## src/rtl/regset_dump_pkg.sv

```systemverilog
// Shared widths and state encoding for the regset readout initiator.
// Widths match the regset read port so the dump can be wired straight onto it.
package regset_dump_pkg;

  localparam int REG_ADDR_W = 5;
  localparam int REG_DATA_W = 32;

  typedef enum logic [1:0] {
    ST_IDLE    = 2'd0,
    ST_READ    = 2'd1,
    ST_PRESENT = 2'd2,
    ST_FINISH  = 2'd3
  } dump_state_t;

endpackage

```

## src/rtl/regset_dump_if.sv

```systemverilog
// Bundle of the regset read port, the dump request and the addr/data output stream.
// master = the dump engine, slave = the regset/consumer/debug side.
interface regset_dump_if
  import regset_dump_pkg::*;
#(
  parameter int DATA_W = REG_DATA_W,
  parameter int ADDR_W = REG_ADDR_W
);

  logic              start;
  logic [ADDR_W-1:0] first_addr;
  logic [ADDR_W-1:0] last_addr;
  logic [ADDR_W-1:0] A_Q;
  logic [DATA_W-1:0] Q;
  logic              out_valid;
  logic              out_ready;
  logic [DATA_W-1:0] out_data;
  logic [ADDR_W-1:0] out_addr;
  logic              out_last;
  logic              busy;
  logic              done;

  modport master (
    input  start, first_addr, last_addr, Q, out_ready,
    output A_Q, out_valid, out_data, out_addr, out_last, busy, done
  );

  modport slave (
    output start, first_addr, last_addr, Q, out_ready,
    input  A_Q, out_valid, out_data, out_addr, out_last, busy, done
  );

endinterface

```

## src/rtl/regset_dump.sv

```systemverilog
// Walks a (possibly wrapping) register range through one regset read port and
// streams each value out as an addr/data word under valid/ready.
//
// state   | meaning
// IDLE    | waiting for start; range latched on start
// READ    | A_Q=cur, capture Q into the output registers at the edge
// PRESENT | word held on the stream until the consumer takes it
// FINISH  | one-cycle done pulse
module regset_dump
  import regset_dump_pkg::*;
#(
  parameter int DATA_W    = REG_DATA_W,
  parameter int ADDR_W    = REG_ADDR_W,
  parameter bit SKIP_ZERO = 1'b0
) (
  input logic         CLK,
  input logic         RES,
  regset_dump_if.master bus
);

  dump_state_t       state, state_nxt;
  logic [ADDR_W-1:0] cur, end_addr;
  logic [DATA_W-1:0] data_q;
  logic [ADDR_W-1:0] addr_q;
  logic              last_q;
  logic              valid_q;
  logic [ADDR_W-1:0] first_eff;
  logic              skip_empty;
  logic              hit_end;
  logic              xfer;

  function automatic logic [ADDR_W-1:0] next_addr(input logic [ADDR_W-1:0] a);
    logic [ADDR_W-1:0] n;
    n = a + ADDR_W'(1);
    if (SKIP_ZERO && (n == '0))
      n = ADDR_W'(1);
    return n;
  endfunction

  assign first_eff  = (SKIP_ZERO && (bus.first_addr == '0)) ? ADDR_W'(1) : bus.first_addr;
  assign skip_empty = SKIP_ZERO && (bus.first_addr == '0) && (bus.last_addr == '0);
  // With zero skipped, an end address of 0 is unreachable; the top address
  // then closes the range instead so the walk cannot loop forever.
  assign hit_end    = (cur == end_addr) || (SKIP_ZERO && (end_addr == '0) && (cur == '1));
  assign xfer       = valid_q && bus.out_ready;

  always_ff @(posedge CLK) begin
    if (RES)
      state <= ST_IDLE;
    else
      state <= state_nxt;
  end

  always_comb begin
    state_nxt = state;
    bus.A_Q   = '0;
    bus.busy  = 1'b1;
    bus.done  = 1'b0;
    case (state)
      ST_IDLE: begin
        bus.busy = 1'b0;
        if (bus.start)
          state_nxt = skip_empty ? ST_FINISH : ST_READ;
      end
      ST_READ: begin
        bus.A_Q   = cur;
        state_nxt = ST_PRESENT;
      end
      ST_PRESENT: begin
        bus.A_Q = cur;
        if (xfer)
          state_nxt = last_q ? ST_FINISH : ST_READ;
      end
      ST_FINISH: begin
        bus.done  = 1'b1;
        state_nxt = ST_IDLE;
      end
      default: state_nxt = ST_IDLE;
    endcase
  end

  always_ff @(posedge CLK) begin
    if (RES) begin
      cur      <= '0;
      end_addr <= '0;
      data_q   <= '0;
      addr_q   <= '0;
      last_q   <= 1'b0;
      valid_q  <= 1'b0;
    end else begin
      case (state)
        ST_IDLE: begin
          if (bus.start) begin
            cur      <= first_eff;
            end_addr <= bus.last_addr;
          end
        end
        ST_READ: begin
          data_q  <= bus.Q;
          addr_q  <= cur;
          last_q  <= hit_end;
          valid_q <= 1'b1;
        end
        ST_PRESENT: begin
          if (xfer) begin
            valid_q <= 1'b0;
            if (!last_q)
              cur <= next_addr(cur);
          end
        end
        default: ;
      endcase
    end
  end

  assign bus.out_valid = valid_q;
  assign bus.out_data  = data_q;
  assign bus.out_addr  = addr_q;
  assign bus.out_last  = last_q;

endmodule

```

## src/flat_wrapper.sv

```systemverilog
// flat-port wrapper written by rule: the top's interface ports become plain ports
module regset_dump_flat import regset_dump_pkg::*;
#(
  parameter int DATA_W    = REG_DATA_W,
  parameter int ADDR_W    = REG_ADDR_W,
  parameter bit SKIP_ZERO = 1'b0
)
  (CLK, RES, bus_start, bus_first_addr, bus_last_addr, bus_Q, bus_out_ready, bus_A_Q, bus_out_valid, bus_out_data, bus_out_addr, bus_out_last, bus_busy, bus_done);
  regset_dump_if #(.DATA_W(DATA_W), .ADDR_W(ADDR_W)) bus_i ();
  input logic CLK;
  input logic RES;
  input wire logic [$bits(bus_i.start)-1:0] bus_start;
  input wire logic [$bits(bus_i.first_addr)-1:0] bus_first_addr;
  input wire logic [$bits(bus_i.last_addr)-1:0] bus_last_addr;
  input wire logic [$bits(bus_i.Q)-1:0] bus_Q;
  input wire logic [$bits(bus_i.out_ready)-1:0] bus_out_ready;
  output wire logic [$bits(bus_i.A_Q)-1:0] bus_A_Q;
  output wire logic [$bits(bus_i.out_valid)-1:0] bus_out_valid;
  output wire logic [$bits(bus_i.out_data)-1:0] bus_out_data;
  output wire logic [$bits(bus_i.out_addr)-1:0] bus_out_addr;
  output wire logic [$bits(bus_i.out_last)-1:0] bus_out_last;
  output wire logic [$bits(bus_i.busy)-1:0] bus_busy;
  output wire logic [$bits(bus_i.done)-1:0] bus_done;
  assign bus_i.start = bus_start;
  assign bus_i.first_addr = bus_first_addr;
  assign bus_i.last_addr = bus_last_addr;
  assign bus_i.Q = bus_Q;
  assign bus_i.out_ready = bus_out_ready;
  assign bus_A_Q = bus_i.A_Q;
  assign bus_out_valid = bus_i.out_valid;
  assign bus_out_data = bus_i.out_data;
  assign bus_out_addr = bus_i.out_addr;
  assign bus_out_last = bus_i.out_last;
  assign bus_busy = bus_i.busy;
  assign bus_done = bus_i.done;
  regset_dump #(.DATA_W(DATA_W), .ADDR_W(ADDR_W), .SKIP_ZERO(SKIP_ZERO)) u_core (.CLK(CLK), .RES(RES), .bus(bus_i));
endmodule
```

## config.mk

```make
export PLATFORM = sky130hd
export DESIGN_NAME = regset_dump_flat
export DESIGN_NICKNAME = d
export VERILOG_FILES = /design/src/rtl/regset_dump_pkg.sv /design/src/rtl/regset_dump_if.sv /design/src/rtl/regset_dump.sv /design/src/flat_wrapper.sv
export SDC_FILE = /design/constraint.sdc
export NUM_CORES = 1
export LEC_CHECK = 0
export BUFFER_PORTS_ARGS = -buffer_cell sky130_fd_sc_hd__buf_2
export CORE_AREA = 2 2 123 77
export CTS_CLUSTER_DIAMETER = 80
export DETAILED_ROUTE_END_ITERATION = 10
export DIE_AREA = 0 0 125 79
export GPL_ROUTABILITY_DRIVEN = 0
export MAX_ROUTING_LAYER = met4
export PLACE_DENSITY_LB_ADDON = 0.25
export SYNTH_ARGS = -nofsm -noshare
export SYNTH_HDL_FRONTEND = slang
export SYNTH_SLANG_ARGS = --single-unit
```

## constraint.sdc

```tcl
create_clock -name CLK -period 4.7 [get_ports CLK]
set_input_delay 0.94 -clock CLK [delete_from_list [all_inputs] [get_ports CLK]]
set_output_delay 0.94 -clock CLK [all_outputs]
set_load 0.03 [all_outputs]
```

==> flow_summary.ini <==
[status]
status = finished clean

[die]
die_h_um = 79
row_count = 27
start_util_pct = 24.0
die_area_mm2 = 0.00988
ioPinCount = 92
die_w_um = 125
coreArea_mm2 = 0.00885

[clocking]
cts.sinks = 51
clock_latency_ns = 0.29
root_buffer = clkbuf_16
cts_tree = done
clk_pin_slew_ns = 0.07
post_cts_buffers = 0
cts-resized-gates = 0
clockBufferDepth = 2
cts_buffers = 5
holdBufCountCts = 0
htree_num_levels = 2

[global_routing]
grt_pass1_wl_um = 8220
antenna_found_initial = 0
grt_overflow = 0
grt_use_total_pct = 10.8
grt_pass1_vias = 1623
grt_max_degree = 52

[routing]
wire_per_inst_um = 12.0
drt-initial-drc-count = 47
wl_um = 5070
num_vias = 1783
routed_via_density = 4.21
firstDrtPassIters = 4
antenna_left = 0
drc = 0

[final_layout]
finalNonFillerCells = 424
final_nets = 358
diodes = 0
syn_to_final_growth_pct = 32.0
drive_gt1_share_pct = 33.8

[synth]
muxShareOfSynthArea_pct = 17.9
synthAdderAreaFrac_pct = 2.94
synth_compound_area_share_pct = 7.05
yosysSeqAreaShare_pct = 48.0
netlist.area_leader.share_pct = 48.0
netlist_top_cells_area = dfxtp_1 (48%), mux2i_1 (18%), nor2_1 (7.2%)
yosysTopAreaCell = dfxtp_1
synth_simple_gate_area_share_pct = 18.2
ys_types = 29
netlist_area_mm2 = 0.00213
synthFlopType = dfxtp_1
synth_edf_count = 0
synth-seq-cells = 51
yosys.cell_count.top_type = dfxtp_1
synth_top_family_by_area = simple AND/OR/NAND/NOR gates
synth.net_count = 273
ys_async_sr_fraction_pct = 0
yosys-top-cells-count = dfxtp_1 (51), nor2_1 (41), mux2i_1 (38)
syn_inst = 222
synth-xor-area-share_pct = 2.06
syn_avg_cell_area_um2 = 9.59
yosys_warnings = 0

[timing]
fin_crit_ns = 2.50
rsz0062_at_grt = false
hold_viol_final = 0
finalClockSkew_ns = 0.00658
drv_slew = 0
setup_viol = 0
fin_tns_setup_ns = 0
tightestPinTransition_ns = 0.994
maxSlewHeadroom_pct = 33.7
finalCritPeriodShare_pct = 53.3
clock.fmax_mhz = 399

[power]
design_power_total_w = 0.00153
ir_worst_vdd_v = 0.000149
leakagePower_nw = 1.32
p_per_area_mw_per_mm2 = 543

[setup_path]
max_stage_delay_ns = 0.41
cp-end-kind = primary output
rrSetupSlack_ns = 2.69
crit_chain = inv_1 > ha_1 > and2_1 > buf_2
start_kind = register
slowest_stage = dfxtp_1
worstPathMaxFanout = 5
arrival_ns = 1.56
crit_type = reg -> out
crit_required_ns = 3.76

[run]
drv_cap = 0

[placed_design]
dp_hpwl_um = 3580
io_buffer_count = 91
placedCellCount = 416

[hold_path]
hp-class = reg -> reg
cell usage in the layout, fill, tap and decap left out, types with 2 or more instances in the layout:
master,n
mux2i_1,38
nand3_1,8
a21oi_1,13
xor2_1,3
nor3b_1,2
nor3_1,2
xnor2_1,2
inv_1,4
dfxtp_1,51
nor2_1,41
buf_2,91
o21ai_0,5
clkbuf_1,2
nand2b_1,2
ha_1,4
nor2b_1,4
and2_1,7
nand2_1,11
clkbuf_16,5
path summary, 6_finish.rpt:
path,endpoint,start,cells past startpoint
worst max-delay path,bus_A_Q[1],u_core.state[0]$_SDFFE_PP0P_,4
worst min-delay path,u_core.end_addr[0]$_SDFFE_PP0P_,u_core.end_addr[0]$_SDFFE_PP0P_,2
worst max register to register,u_core.cur[0]$_SDFFE_PP0P_,u_core.state[0]$_SDFFE_PP0P_,6
worst min register to register,u_core.end_addr[0]$_SDFFE_PP0P_,u_core.end_addr[0]$_SDFFE_PP0P_,2
stage by stage:
stage	hold WS, ns	cell area (µm²)	setup WS, ns	util [%]
2_1_floorplan	0.448	2130	2.72	-
3_3_place_gp	0.460	2670	2.55	30.2
3_5_place_dp	0.459	2670	2.50	30.2
4_1_cts	0.469	2810	2.17	31.7
5_1_grt	0.486	2810	2.08	31.7
6_report	0.467	2810	2.20	31.7
metal layers:
layer | vias to the layer above | share of wire [%] | track usage, %
met4 | 0 | 0.89 | 2.33
li1 | 916 | - | -
met5 | - | 0 | -
met3 | 7 | 8.0 | 4.18
met1 | 793 | 52 | 14.9
met2 | 67 | 39 | 14.8
cell families after synthesis:
| kind of cell | after synthesis |
|---|---|
| adders and majority gates | 5 |
| muxes | 38 |
| and+or+nand+nor | 81 |
| DFF | 51 |
| xor gates and xnor gates | 5 |
| buffers and inverters | 18 |
| AOI/OAI and AO/OA | 24 |
critical path: cells and delay by family (launching register included):
kind          cells  cell delay, ns
buf+inv           2            0.26
flops             1            0.41
fa+ha+maj         1            0.40
simple gates      1            0.20
where the power goes:
group / internal [W] / leakage, nW / switching (W) / total [W]
Sequential: 0.000515 / 0.417 / 0.0000654 / 0.000580
Clock: 0.000197 / 0.0679 / 0.000153 / 0.000350
Combinational: 0.000228 / 0.838 / 0.000368 / 0.000596
Total: 0.000940 / 1.32 / 0.000586 / 0.00153
final cells by class:
| class | count | area [µm²] |
|---|---|---|
| fill | 939 | 6040 |
| multi-input combinational | 153 | 1030 |
| sequential | 51 | 1020 |
| timing repair buffer | 92 | 463 |
| tap | 116 | 145 |
| clock buffer | 7 | 133 |
| inverter | 4 | 15.0 |
| clock inverter | 1 | 5.00 |
state kept, by name, indices dropped and copies added (netlist names):
| register | flops |
|---|---|
| u_core.end_addr | 5 |
| u_core.bus.out_valid | 1 |
| u_core.bus.out_last | 1 |
| u_core.bus.out_data | 32 |
| u_core.cur | 5 |
| u_core.state | 2 |
| u_core.bus.out_addr | 5 |
Note: power is estimated with default switching activity, not from simulation.
